===== src/rtl/cpu_reg_pkg.sv =====
// rtl/cpu_reg_pkg.sv - shared widths, reset constants and load-select priority encoder for cpu_reg_counter
package cpu_reg_pkg;

    localparam int CPU_DATA_W = 8;
    localparam int CPU_ADDR_W = 16;

    localparam logic [CPU_DATA_W-1:0] S_RESET   = 8'hFD;
    localparam logic [CPU_DATA_W-1:0] PCL_RESET = 8'h00;
    localparam logic [CPU_DATA_W-1:0] PCH_RESET = 8'h00;

    typedef enum logic [1:0] {
        CNT_NONE = 2'd0,
        CNT_INC  = 2'd1,
        CNT_DEC  = 2'd2
    } cnt_op_e;

    // Highest set bit wins; callers only use the result when some bit is set.
    function automatic int unsigned prio_encode(input logic [31:0] sel);
        int unsigned idx;
        idx = 0;
        for (int i = 0; i < 32; i++) begin
            if (sel[i]) begin
                idx = i;
            end
        end
        return idx;
    endfunction

endpackage


===== src/rtl/cpu_reg_bus_port.sv =====
// rtl/cpu_reg_bus_port.sv - one bus output port: shadow of the last driven value plus output mux
module cpu_reg_bus_port
    import cpu_reg_pkg::*;
#(
    parameter int WIDTH = CPU_DATA_W
) (
    input  logic             clk,
    input  logic             rst,
    input  logic             en,
    input  logic [WIDTH-1:0] value,
    output logic [WIDTH-1:0] bus_out,
    output logic             bus_valid
);

    logic [WIDTH-1:0] shadow_q;

    always_ff @(posedge clk or posedge rst) begin
        if (rst) begin
            shadow_q <= '0;
        end else if (en) begin
            shadow_q <= value;
        end
    end

    assign bus_out   = en ? value : shadow_q;
    assign bus_valid = en;

endmodule


===== src/rtl/cpu_reg_counter.sv =====
// rtl/cpu_reg_counter.sv - clocked 6502 datapath register with prioritised loads, inc/dec counter and held bus ports; carry chaining under CPU_REG_CARRY_CHAIN_EN
module cpu_reg_counter
    import cpu_reg_pkg::*;
#(
    parameter int                WIDTH       = CPU_DATA_W,
    parameter int                NUM_SRC     = 2,
    parameter int                NUM_BUS     = 2,
    parameter logic [WIDTH-1:0]  RESET_VALUE = '0
) (
    input  logic                       CLK,
    input  logic                       RST,
    input  logic                       HOLD,
    input  logic [NUM_SRC-1:0]         LOAD_SEL,
    input  logic [NUM_SRC*WIDTH-1:0]   LOAD_DATA,
    input  logic                       INC,
    input  logic                       DEC,
`ifdef CPU_REG_CARRY_CHAIN_EN
    input  logic                       CARRY_IN,
    output logic                       CARRY_OUT,
`endif
    input  logic [NUM_BUS-1:0]         BUS_EN,
    output logic [NUM_BUS*WIDTH-1:0]   BUS_OUT,
    output logic [NUM_BUS-1:0]         BUS_VALID,
    output logic [WIDTH-1:0]           VALUE
);

    logic [WIDTH-1:0] reg_q;
    logic [WIDTH-1:0] reg_d;
    logic [WIDTH-1:0] load_val;
    logic [31:0]      sel_ext;
    int unsigned      sel_idx;
    logic             any_load;
    logic             count_gate;
    cnt_op_e          cnt_op;

`ifdef CPU_REG_CARRY_CHAIN_EN
    assign count_gate = CARRY_IN;
`else
    assign count_gate = 1'b1;
`endif

    assign any_load = |LOAD_SEL;

    always_comb begin
        sel_ext = '0;
        sel_ext[NUM_SRC-1:0] = LOAD_SEL;
        sel_idx  = prio_encode(sel_ext);
        load_val = LOAD_DATA[sel_idx*WIDTH +: WIDTH];
    end

    // INC and DEC together cancel out rather than picking one.
    always_comb begin
        cnt_op = CNT_NONE;
        if (count_gate && INC && !DEC) begin
            cnt_op = CNT_INC;
        end else if (count_gate && DEC && !INC) begin
            cnt_op = CNT_DEC;
        end
    end

    always_comb begin
        reg_d = reg_q;
        if (!HOLD) begin
            if (any_load) begin
                reg_d = load_val;
            end else if (cnt_op == CNT_INC) begin
                reg_d = reg_q + WIDTH'(1);
            end else if (cnt_op == CNT_DEC) begin
                reg_d = reg_q - WIDTH'(1);
            end
        end
    end

    always_ff @(posedge CLK or posedge RST) begin
        if (RST) begin
            reg_q <= RESET_VALUE;
        end else begin
            reg_q <= reg_d;
        end
    end

    assign VALUE = reg_q;

`ifdef CPU_REG_CARRY_CHAIN_EN
    assign CARRY_OUT = !HOLD && !any_load &&
                       (((cnt_op == CNT_INC) && (&reg_q)) ||
                        ((cnt_op == CNT_DEC) && !(|reg_q)));
`endif

    for (genvar k = 0; k < NUM_BUS; k++) begin : g_bus
        cpu_reg_bus_port #(
            .WIDTH(WIDTH)
        ) u_port (
            .clk      (CLK),
            .rst      (RST),
            .en       (BUS_EN[k]),
            .value    (reg_q),
            .bus_out  (BUS_OUT[k*WIDTH +: WIDTH]),
            .bus_valid(BUS_VALID[k])
        );
    end

endmodule

===== config.mk =====
export PLATFORM = sky130hd
export DESIGN_NAME = cpu_reg_counter
export DESIGN_NICKNAME = d
export VERILOG_FILES = /design/src/rtl/cpu_reg_pkg.sv /design/src/rtl/cpu_reg_bus_port.sv /design/src/rtl/cpu_reg_counter.sv
export SDC_FILE = /design/constraint.sdc
export NUM_CORES = 1
export LEC_CHECK = 0
export ABC_AREA = 1
export CAP_MARGIN = 10
export CORE_MARGIN = 4
export CORE_UTILIZATION = 45
export DETAILED_ROUTE_END_ITERATION = 16
export PLACE_DENSITY = 0.79
export SETUP_SLACK_MARGIN = 0.05
export SLEW_MARGIN = 20
export SYNTH_ARGS = -nofsm -noshare
export SYNTH_HDL_FRONTEND = slang
export SYNTH_SLANG_ARGS = --single-unit

===== constraint.sdc =====
create_clock -name CLK -period 1.75 [get_ports CLK]
set_clock_uncertainty 0.15 [all_clocks]
set_input_delay 0.525 -clock CLK [delete_from_list [all_inputs] [get_ports CLK]]
set_output_delay 0.525 -clock CLK [all_outputs]
set_load 0.05 [all_outputs]

==> flow_summary_export.csv, run 1 <==
group,metric,value,unit
logic_synthesis,ys.warnings.count,0,
placement,io_buffer_count,50,
logic_synthesis,yosys-top-cells-area,"dfrtp_1 (40%), nand2_1 (8.2%), mux2_2 (6.0%)",
logic_synthesis,synthesis.nets,198,
die,fp.dieH,65.96,µm
status,firstError,"[ERROR DPL-0033] detailed placement checks failed during check placement.",
placement,post-dp-hpwl,3951,µm
logic_synthesis,synth_top_flop_cell,"dfrtp_1",
logic_synthesis,synth_top_area_cell,"dfrtp_1",
logic_synthesis,async_flop_share,100.0,%
logic_synthesis,syn_inst,165,
logic_synthesis,synth_cell_types,29,
cts,clock_path_buffers,2,
logic_synthesis,seq_area_frac_synth,39.74,%
cts,clkSinkCount,24,
cts,cts_buffers,3,
die,die_x,65.96,µm
logic_synthesis,yosys_register_bits,24,
cts,h-tree-depth,1,
logic_synthesis,synth_edf_count,0,
placement,postPlaceCellArea,2649,µm²
cts,cts_setup_buffers,24,
cts,clockRootBuffer,"clkbuf_4",
logic_synthesis,synth.most_common_cell,"nand2_1",
logic_synthesis,synth_area,1511,µm²
status,outcome,"aborted with a tool error",
logic_synthesis,synth.avg_cell_area,9.160,µm²
logic_synthesis,synth_common_cells,"nand2_1 (33), dfrtp_1 (24), nor2_1 (18)",
status,lastStage,"clock tree synthesis (4_1_cts)",
die,rows,20,
placement,dp_worst_setup_slack,-796.4,ps
logic_synthesis,synth_top_area_share,39.74,%
die,initial_core_util,48.32,%
placement,dp.cells,277,
die,ios,51,
cts,cts.hold.buffers_added,0,
cts,cts_resized,69,
placement,gp_congestion,0.7639,
cell families after synthesis:
| logic type | synth area share, % |
|---|---|
| AND/OR/NAND/NOR | 24.42 |
| AO/OA/AOI/OAI | 14.16 |
| buffers and inverters | 8.609 |
| flip-flops | 39.74 |
| multiplexers | 5.961 |
| adder cells (fa/ha/maj) | 7.119 |
metrics by stage:
stage / utilization, % / TNS [ps]
global placement: 84.68 / -15240
floorplan: - / -25.21
detailed placement: 84.68 / -16330
==> run 2: changes to the inputs <==
--- a/config.mk
+++ b/config.mk
@@ -8,10 +8,9 @@
 export ABC_AREA = 1
 export CAP_MARGIN = 10
 export CORE_MARGIN = 4
-export CORE_UTILIZATION = 45
+export CORE_UTILIZATION = 33
 export DETAILED_ROUTE_END_ITERATION = 16
-export PLACE_DENSITY = 0.79
-export SETUP_SLACK_MARGIN = 0.05
+export PLACE_DENSITY_LB_ADDON = 0.15
 export SLEW_MARGIN = 20
 export SYNTH_ARGS = -nofsm -noshare
 export SYNTH_HDL_FRONTEND = slang
==> run 2 against run 1 <==
The flow now finishes, with violations (setup timing). Synthesized cell count stayed put. Synthesized area stayed put.
==> flow_summary_export.csv, run 2 <==
group,metric,value,unit
sta,relSlewSlack,76.90,%
layout,syn2layout_area_growth,102.3,%
setup_path,cp.arrival,1240,ps
setup_path,critPathMaxStageDelay,320,ps
sta,final_hold_viol_count,0,
logic_synthesis,async_flop_share,100.0,%
setup_path,crit_family,"buffers and inverters",
grt,antenna_found_initial,0,
detailed_routing,drc_errors,0,
cts,cts_tree,"built",
detailed_routing,drtIter0Drc,64,
sta,worst_slack,-161.7,ps
power_and_ir_drop,leakagePower,0.001358,µW
job,drv_cap,0,
worst_hold_path,hp-start,"g_bus[0].u_port.shadow_q[6]",
grt,gr-total-overflow,0,
cts,clockRootBuffer,"clkbuf_8",
die,fp.dieH,75.68,µm
power_and_ir_drop,power.share.combinational,62.1,%
grt,grt_usage,16.97,%
power_and_ir_drop,switching_power,1140,µW
detailed_routing,routed-via-count,1473,
logic_synthesis,syn_inst,165,
logic_synthesis,synth.avg_cell_area,9.160,µm²
logic_synthesis,synth_common_cells,"nand2_1 (33), dfrtp_1 (24), nor2_1 (18)",
detailed_routing,drt_pre_antenna_iters,4,
grt,grt_pass1_vias,1498,
logic_synthesis,synth_top_area_share,39.74,%
layout,final_layout_size_suffix_gt1_share,57.20,%
logic_synthesis,yosys-top-cells-area,"dfrtp_1 (40%), nand2_1 (8.2%), mux2_2 (6.0%)",
setup_path,crit_path_top_delay_cell,"mux2_4",
sta,setup_violations,17,
layout,n_antenna_cell,0,
logic_synthesis,synth.most_common_cell,"nand2_1",
grt,grt_max_degree,17,
placement,post-dp-hpwl,3182,µm
cts,clkSinkCount,24,
power_and_ir_drop,clkPwrFrac,12.7,%
die,coreArea,4384,µm²
sta,fmax,0.5231,GHz
status,outcome,"finished, violations left",
placement,postPlaceCellArea,2597,µm²
sta,worstMarginPinSlew,346.5,ps
setup_path,worst-path-buf-inv,3,
cts,clkTransAtPathRegs,80,ps
setup_path,reg2reg_from,"VALUE[3]",
cts,clock_path_buffers,2,
sta,min_period_over_period,109.2,%
layout,mostFrequentLayoutCells,"buf_4 (32), nand2_1 (28), buf_12 (25)",
power_and_ir_drop,peakVddDrop,0.3764,mV
logic_synthesis,synthesis.nets,198,
setup_path,end_kind,"output port",
sta,setup-tns-final,-2142,ps
sta,whs,376.8,ps
setup_path,start_kind,"input pin",
die,ios,51,
layout,largest_reg_flops,16,
placement,io_buffer_count,50,
cts,h-tree-depth,1,
power_and_ir_drop,power,2897,µW
sta,period_minus_slack,1912,ps
die,die_x,75.68,µm
sta,slew_viol_final,0,
power_and_ir_drop,pwr-share-seq,25.2,%
grt,grt_pass1_wl,7272,µm
die,initial_core_util,34.47,%
sta,rsz0062_at_grt,"true",
die,die-area,5727,µm²
layout,design_area,3058,µm²
logic_synthesis,synth_top_area_cell,"dfrtp_1",
layout,largest-register,"g_bus.u_port.shadow_q",
setup_path,worst-path-max-fanout,6,
worst_hold_path,holdCritPathClass,"reg -> reg",
layout,num-nets-final,291,
cts,cts_buffers,3,
logic_synthesis,synth_edf_count,0,
logic_synthesis,ys.warnings.count,0,
layout,layout_commonest_cell,"buf_4",
logic_synthesis,synth_cell_types,29,
setup_path,crit_path_start,"BUS_EN[1]",
detailed_routing,routedWlPerCell,14.58,µm
power_and_ir_drop,p_per_area,947.4,nW/µm²
logic_synthesis,yosys_register_bits,24,
logic_synthesis,synth_top_flop_cell,"dfrtp_1",
setup_path,cp.required,1070,ps
die,rows,24,
setup_path,cp_cell_sequence,"buf_8 > buf_12 > mux2_4 > buf_12",
detailed_routing,vias_per_cell,4.767,
cts,cts.hold.buffers_added,0,
logic_synthesis,seq_area_frac_synth,39.74,%
power_and_ir_drop,switching_share,39.36,%
detailed_routing,drt-total-wl,4504,µm
status,violations,"setup timing",
placement,gp_congestion,0.7929,
logic_synthesis,synth_area,1511,µm²
setup_path,crit_type,"in -> out",
setup_path,cpMostUsedCell,"buf_12",
cts,clk_latency,260,ps
detailed_routing,postRouteAntennaNets,0,
power_and_ir_drop,intPower,1757,µW
## run 2: cell counts after synthesis
Identical to the previous run, type by type.
## run 2: worst register-to-register path, stage by stage (launching register included)
cell and delay, ps:
dfrtp_2 440, buf_4 160, ha_4 240, or2_4 230, nand3b_1 110, nand2_1 60
nand2_1 70, nand3_2 70, a21oi_2 120
## run 2: final timing paths
path                                               end  cells past startpoint  slack, ps
min                        g_bus[0].u_port.shadow_q[6]                      1        380
min reg2reg                g_bus[0].u_port.shadow_q[6]                      1        380
max in group asynchronous                     VALUE[4]                      3        750
min in group asynchronous                     VALUE[6]                      3        470
max reg2reg                                   VALUE[6]                      8         20
max                                        BUS_OUT[11]                      4       -160
## run 2: layout make-up
type	instances	area, µm²
Fill cell	322	1326
Sequential cell	24	610.6
Multi-Input combinational cell	117	1072
Inverter	19	86.33
Timing Repair Buffer	93	1169
Tap cell	52	65.06
Clock buffer	4	55.05
## run 2: metal layers
layer / vias to the layer above / track usage (%) / wire, µm
li1: 725 / - / -
met1: 702 / 21.35 / 1855
met2: 42 / 29.34 / 2374
met3: 4 / 2.902 / 223
met4: 0 / 5.825 / 51
met5: - / 0 / 0
## run 2: power by group through the flow
stage	Clock, µW	Combinational (µW)	Sequential, µW
finish	368	1800	731
global route	419	1910	742
CTS	381	1650	754
global placement	0	1450	767
floorplan	0	779	840
detailed placement	0	1480	769
## run 2: logic make-up (layout without fill, tap and decap cells)
| logic type | Yosys count | count (layout) | share of synthesized area [%] |
|---|---|---|---|
| fa+ha+maj | 8 | 8 | 7.119 |
| compound gates | 25 | 25 | 14.16 |
| mux | 8 | 8 | 5.961 |
| flops | 24 | 24 | 39.74 |
| simple gates | 75 | 76 | 24.42 |
| buf+inv | 25 | 116 | 8.609 |
## run 2: per-stage QoR
stage / setup WS [ps] / cells / util [%]
floorplan: -41.98 / 165 / -
global placement: -692.6 / 279 / 59.25
detailed placement: -736.8 / 279 / 59.25
CTS: -166.4 / 296 / 65.55
global route: -172.8 / 309 / 69.75
finish: -161.7 / 309 / 69.75
## run 2: timing repair
| action | 4_1_cts | 5_1_grt |
|---|---|---|
| endpoints found under the setup margin | 26 | 20 |
| pin swaps | 15 | 13 |
| setup buffers | 11 | 13 |
| gates cloned | 2 | 0 |
| gates resized for setup | 54 | 20 |
(Power assumes the default switching activity.)
==> run 3: changes to the inputs <==
--- a/config.mk
+++ b/config.mk
@@ -7,7 +7,6 @@
 export LEC_CHECK = 0
 export ABC_AREA = 1
 export CAP_MARGIN = 10
-export CORE_MARGIN = 4
 export CORE_UTILIZATION = 33
 export DETAILED_ROUTE_END_ITERATION = 16
 export PLACE_DENSITY_LB_ADDON = 0.15
==> run 3 against run 2 <==
The run still ends with setup timing left. Sequential power increased by 0.7%. Wire length decreased by 7.9%. Sequential share of layout area increased by 0.38 points. Via count decreased by 1.9%. Combinational power about the same. Utilization decreased by 1.3 points. Die area decreased by 15%. Sequential cell count unchanged. Clock power decreased by 12%. Critical path type is now reg -> out. Highest routed layer unchanged.
==> flow_summary_export.csv, run 3 (synthesis results as in run 2) <==
group,metric,value,unit
layout,largest-register,"g_bus.u_port.shadow_q",
sta,period_minus_slack,1864,ps
die,rows,24,
cts,cts_tree,"built",
layout,n_antenna_cell,0,
detailed_routing,drtIter0Drc,44,
die,coreArea,4384,µm²
layout,post-route-util,68.44,%
grt,grt_pass1_wl,6603,µm
die,ios,51,
power_and_ir_drop,intPower,1690,µW
sta,min_period_over_period,106.5,%
grt,antenna_found_initial,0,
grt,gr-total-overflow,0,
cts,clk_latency,260,ps
layout,num-nets-final,284,
setup_path,worst-path-max-fanout,6,
grt,grt_pass1_vias,1430,
layout,mostFrequentLayoutCells,"buf_4 (29), buf_12 (26), nand2_1 (23)",
layout,final_layout_size_suffix_gt1_share,59.44,%
sta,worst_slack,-113.8,ps
setup_path,cp.required,1070,ps
detailed_routing,drt_pre_antenna_iters,6,
power_and_ir_drop,pwr-share-seq,25.9,%
sta,worstMarginPinSlew,358.1,ps
setup_path,end_kind,"output port",
sta,slew_viol_final,0,
setup_path,crit_type,"reg -> out",
cts,clockRootBuffer,"clkbuf_8",
layout,design_area,3000,µm²
job,drv_cap,0,
sta,fmax,0.5365,GHz
die,initial_core_util,34.47,%
detailed_routing,routed-via-count,1445,
setup_path,cp.arrival,1190,ps
status,outcome,"finished, violations left",
placement,dp_worst_setup_slack,-745.7,ps
die,die_x,69.68,µm
power_and_ir_drop,leakagePower,0.001308,µW
detailed_routing,postRouteAntennaNets,0,
cts,clock_path_buffers,2,
power_and_ir_drop,p_per_area,948.3,nW/µm²
cts,cts.hold.buffers_added,0,
setup_path,start_kind,"flip-flop",
detailed_routing,drc_errors,0,
detailed_routing,drt-total-wl,4150,µm
worst_hold_path,holdCritPathClass,"reg -> reg",
layout,largest_reg_flops,16,
power_and_ir_drop,peakVddDrop,0.3847,mV
power_and_ir_drop,clkPwrFrac,11.3,%
cts,clkSinkCount,24,
power_and_ir_drop,switching_power,1156,µW
sta,relSlewSlack,76.13,%
grt,grt_max_degree,25,
placement,io_buffer_count,50,
power_and_ir_drop,switching_share,40.62,%
cts,clkTransAtPathRegs,80,ps
detailed_routing,vias_per_cell,4.801,
die,die-area,4855,µm²
status,violations,"setup timing",
cts,h-tree-depth,1,
placement,postPlaceCellArea,2595,µm²
layout,syn2layout_area_growth,98.51,%
placement,post-dp-hpwl,3060,µm
cts,cts_buffers,3,
power_and_ir_drop,power.share.combinational,62.8,%
layout,layout_commonest_cell,"buf_4",
detailed_routing,routedWlPerCell,13.79,µm
sta,final_hold_viol_count,0,
sta,setup_violations,17,
placement,gp_congestion,0.7887,
sta,rsz0062_at_grt,"true",
grt,grt_usage,17.14,%
die,fp.dieH,69.68,µm
-- run 3: cell types whose count changed in the layout (fill, tap and decap cells not counted), moves of 2 or more --
cell     before  now
buf_4        32   29
buf_6         6    8
buf_8         9    4
nand2_1      28   23
nand2_2       4    8
nand3_1       9    7
nor2_1       13   10
nor2_4        6   10
-- run 3: worst max-delay path, cell delays in order, from the launching register on --
cell and delay [ps]:
dfrtp_2 470, mux2_4 300, buf_12 150
-- run 3: layer usage --
metal	part of all wire [%]	GRT usage, %	vias up
met1	40	20.75	685
li1	-	-	709
met2	54	32.25	44
met4	1.6	4.000	0
met3	3.9	1.890	7
met5	0	0	-
-- run 3: power by group through the flow --
| stage | combinational, µW | clock, µW | sequential, µW |
|---|---|---|---|
| after detailed placement | 1470 | 0 | 768 |
| after global placement | 1450 | 0 | 762 |
| after global routing | 1880 | 351 | 746 |
| after CTS | 1600 | 326 | 766 |
| final | 1790 | 322 | 736 |
| after floorplan | 779 | 0 | 840 |
-- run 3: cell type report --
class | instances | area (µm²)
Fill cell | 313 | 1384
Multi-Input combinational cell | 116 | 1116
Timing Repair Buffer | 87 | 1086
Sequential cell | 24 | 610.6
Inverter | 19 | 81.33
Tap cell | 52 | 65.06
Clock buffer | 3 | 41.29
-- run 3: final timing paths --
check | slack [ps] | from | end | cells after the start
max in group asynchronous | 730 | RST | VALUE[5] | 3
worst min register to register | 380 | g_bus[1].u_port.shadow_q[5] | g_bus[1].u_port.shadow_q[5] | 1
worst max-delay path | -110 | VALUE[5] | BUS_OUT[13] | 2
worst max register to register | -10 | VALUE[1] | VALUE[6] | 9
worst min-delay path | 380 | g_bus[1].u_port.shadow_q[5] | g_bus[1].u_port.shadow_q[5] | 1
min in group asynchronous | 460 | RST | g_bus[0].u_port.shadow_q[3] | 3
-- run 3: through the flow --
step	instances	hold slack, ps	total power (µW)	TNS (ps)
6_report	301	375.1	2845	-834.0
5_1_grt	301	392.5	2973	-1364
4_1_cts	288	370.9	2694	-2299
3_5_place_dp	277	337.4	2243	-16640
3_3_place_gp	277	335.4	2212	-15530
2_1_floorplan	165	389.1	1620	-54.18
-- run 3: repair_timing --
action	CTS	global route
buffers inserted	8	15
gates resized for setup	57	27
setup endpoints to repair	26	19
cloned	0	0
pin swaps	20	23
==> run 4: changes to the inputs <==
--- a/config.mk
+++ b/config.mk
@@ -7,8 +7,9 @@
 export LEC_CHECK = 0
 export ABC_AREA = 1
 export CAP_MARGIN = 10
-export CORE_UTILIZATION = 33
+export CORE_AREA = 2 2 63 65
 export DETAILED_ROUTE_END_ITERATION = 16
+export DIE_AREA = 0 0 65 67
 export PLACE_DENSITY_LB_ADDON = 0.15
 export SLEW_MARGIN = 20
 export SYNTH_ARGS = -nofsm -noshare
==> run 4 against run 3 <==
The flow still finishes with violations (setup timing). Hold slack worse by 3.7 ps. Global-route usage up 10 points. Sequential cell count unchanged. Register-to-register slack worse by 60 ps. Non-clock buffer count up 2. Critical endpoint unchanged.
==> flow_summary_export.csv, run 4 (synthesis results as in run 2) <==
group,metric,value,unit
cts,h-tree-depth,1,
grt,grt_max_degree,25,
sta,setup-tns-final,-1756,ps
status,violations,"setup timing",
detailed_routing,vias_per_cell,5.362,
grt,grt_pass1_wl,8769,µm
layout,syn2layout_area_growth,100.0,%
layout,layout_commonest_cell,"buf_4",
die,ios,51,
layout,fin_cells,301,
worst_hold_path,holdCritPathClass,"reg -> reg",
die,rows,22,
cts,clk_latency,270,ps
cts,clkTransAtPathRegs,90,ps
setup_path,crit_type,"in -> out",
layout,largest-register,"g_bus.u_port.shadow_q",
die,initial_core_util,41.92,%
layout,n_antenna_cell,0,
setup_path,end_kind,"output port",
setup_path,worst-path-buf-inv,3,
setup_path,reg2reg_from,"VALUE[3]",
detailed_routing,drt_pre_antenna_iters,4,
sta,min_period_over_period,109.6,%
die,fp.dieH,67,µm
sta,fmax,0.5213,GHz
status,outcome,"finished, violations left",
layout,design_area,3023,µm²
setup_path,cp_cell_sequence,"buf_12 > buf_6 > mux2_4 > buf_12",
sta,rsz0062_at_grt,"true",
cts,cts_buffers,3,
sta,final_hold_viol_count,0,
placement,dp.cells,273,
power_and_ir_drop,peakVddDrop,0.5131,mV
cts,clock_path_buffers,2,
sta,slew_viol_final,0,
grt,gr-total-overflow,0,
die,coreArea,3606,µm²
die,die_x,65,µm
detailed_routing,postRouteAntennaNets,0,
cts,cts.hold.buffers_added,0,
layout,fill_cells,174,
layout,multiInputGateArea,1101,µm²
setup_path,critPathMaxStageDelay,320,ps
cts,clockRootBuffer,"clkbuf_8",
grt,antenna_found_initial,0,
sta,period_minus_slack,1918,ps
detailed_routing,drc_errors,0,
setup_path,start_kind,"input pin",
sta,worst_slack,-168.3,ps
grt,grt_usage,27.23,%
job,drv_cap,0,
grt,grt_pass1_vias,1704,
layout,num-nets-final,287,
sta,worstMarginPinSlew,347.9,ps
cts,cts_tree,"built",
die,die-area,4355,µm²
detailed_routing,drt-total-wl,5655,µm
power_and_ir_drop,p_per_area,985.1,nW/µm²
cts,clkSinkCount,24,
layout,final_layout_size_suffix_gt1_share,59.29,%
power_and_ir_drop,leakagePower,0.001336,µW
detailed_routing,routed-via-count,1614,
setup_path,worst-path-max-fanout,5,
detailed_routing,drtIter0Drc,55,
sta,relSlewSlack,76.81,%
worst_hold_path,hp-start,"g_bus[1].u_port.shadow_q[6]",
setup_path,crit_family,"buffers and inverters",
setup_path,crit_path_start,"BUS_EN[1]",
setup_path,crit_path_top_delay_cell,"mux2_4",
layout,largest_reg_flops,16,
setup_path,cpMostUsedCell,"buf_12",
setup_path,cp.required,1070,ps
detailed_routing,routedWlPerCell,18.79,µm
sta,setup_violations,18,
placement,gp_congestion,0.8175,
placement,io_buffer_count,50,
layout,mostFrequentLayoutCells,"buf_4 (27), nand2_1 (25), buf_12 (25)",
setup_path,cp.arrival,1240,ps
placement,postPlaceCellArea,2552,µm²
layout,seq_area,610.6,µm²
placement,post-dp-hpwl,3170,µm
## run 4: layout make-up
type / instances / share of cell area [%]
clock buffers: 4 / 1.821
inverters: 19 / 2.690
well taps: 48 / 1.987
multi-input cells: 117 / 36.42
flip-flops and latches: 24 / 20.20
repair buffers: 89 / 36.88
## run 4: worst paths after layout
| kind | end | slack, ps | depth (start not counted) |
|---|---|---|---|
| max in group asynchronous | VALUE[7] | 720 | 3 |
| min | g_bus[1].u_port.shadow_q[6] | 370 | 1 |
| min in group asynchronous | g_bus[1].u_port.shadow_q[1] | 450 | 3 |
| max reg2reg | VALUE[6] | -70 | 8 |
| min reg2reg | g_bus[1].u_port.shadow_q[6] | 370 | 1 |
| max | BUS_OUT[13] | -170 | 4 |
## run 4: routing by layer
metal | routed length (µm) | track usage, %
met1 | 2023 | 29.70
met2 | 3060 | 52.19
met3 | 359 | 3.885
met4 | 211 | 11.44
met5 | 0 | 0
## run 4: repair_timing
action / in CTS / in global routing
gates cloned: 1 / 0
gates resized for setup: 56 / 29
endpoints found under the setup margin: 26 / 23
pin swaps: 13 / 19
setup buffers: 16 / 7
## run 4: where the power goes
group	internal, µW	switching [µW]	total [µW]	leakage [µW]
Clock	201	185	386	0.0000288
Combinational	878	977	1860	0.00104
Sequential	659	77.8	737	0.000263
Total	1740	1240	2980	0.00134
## run 4: through the flow
stage / util (%) / power, µW / worst slack (ps) / hold WS [ps]
2_1_floorplan: - / 1620 / -41.98 / 389.1
3_3_place_gp: 70.78 / 2195 / -684.9 / 334.8
3_5_place_dp: 70.78 / 2239 / -713.2 / 338.2
4_1_cts: 79.01 / 2783 / -163.4 / 370.2
5_1_grt: 83.83 / 3104 / -178.3 / 404.6
6_report: 83.83 / 2978 / -168.3 / 371.5
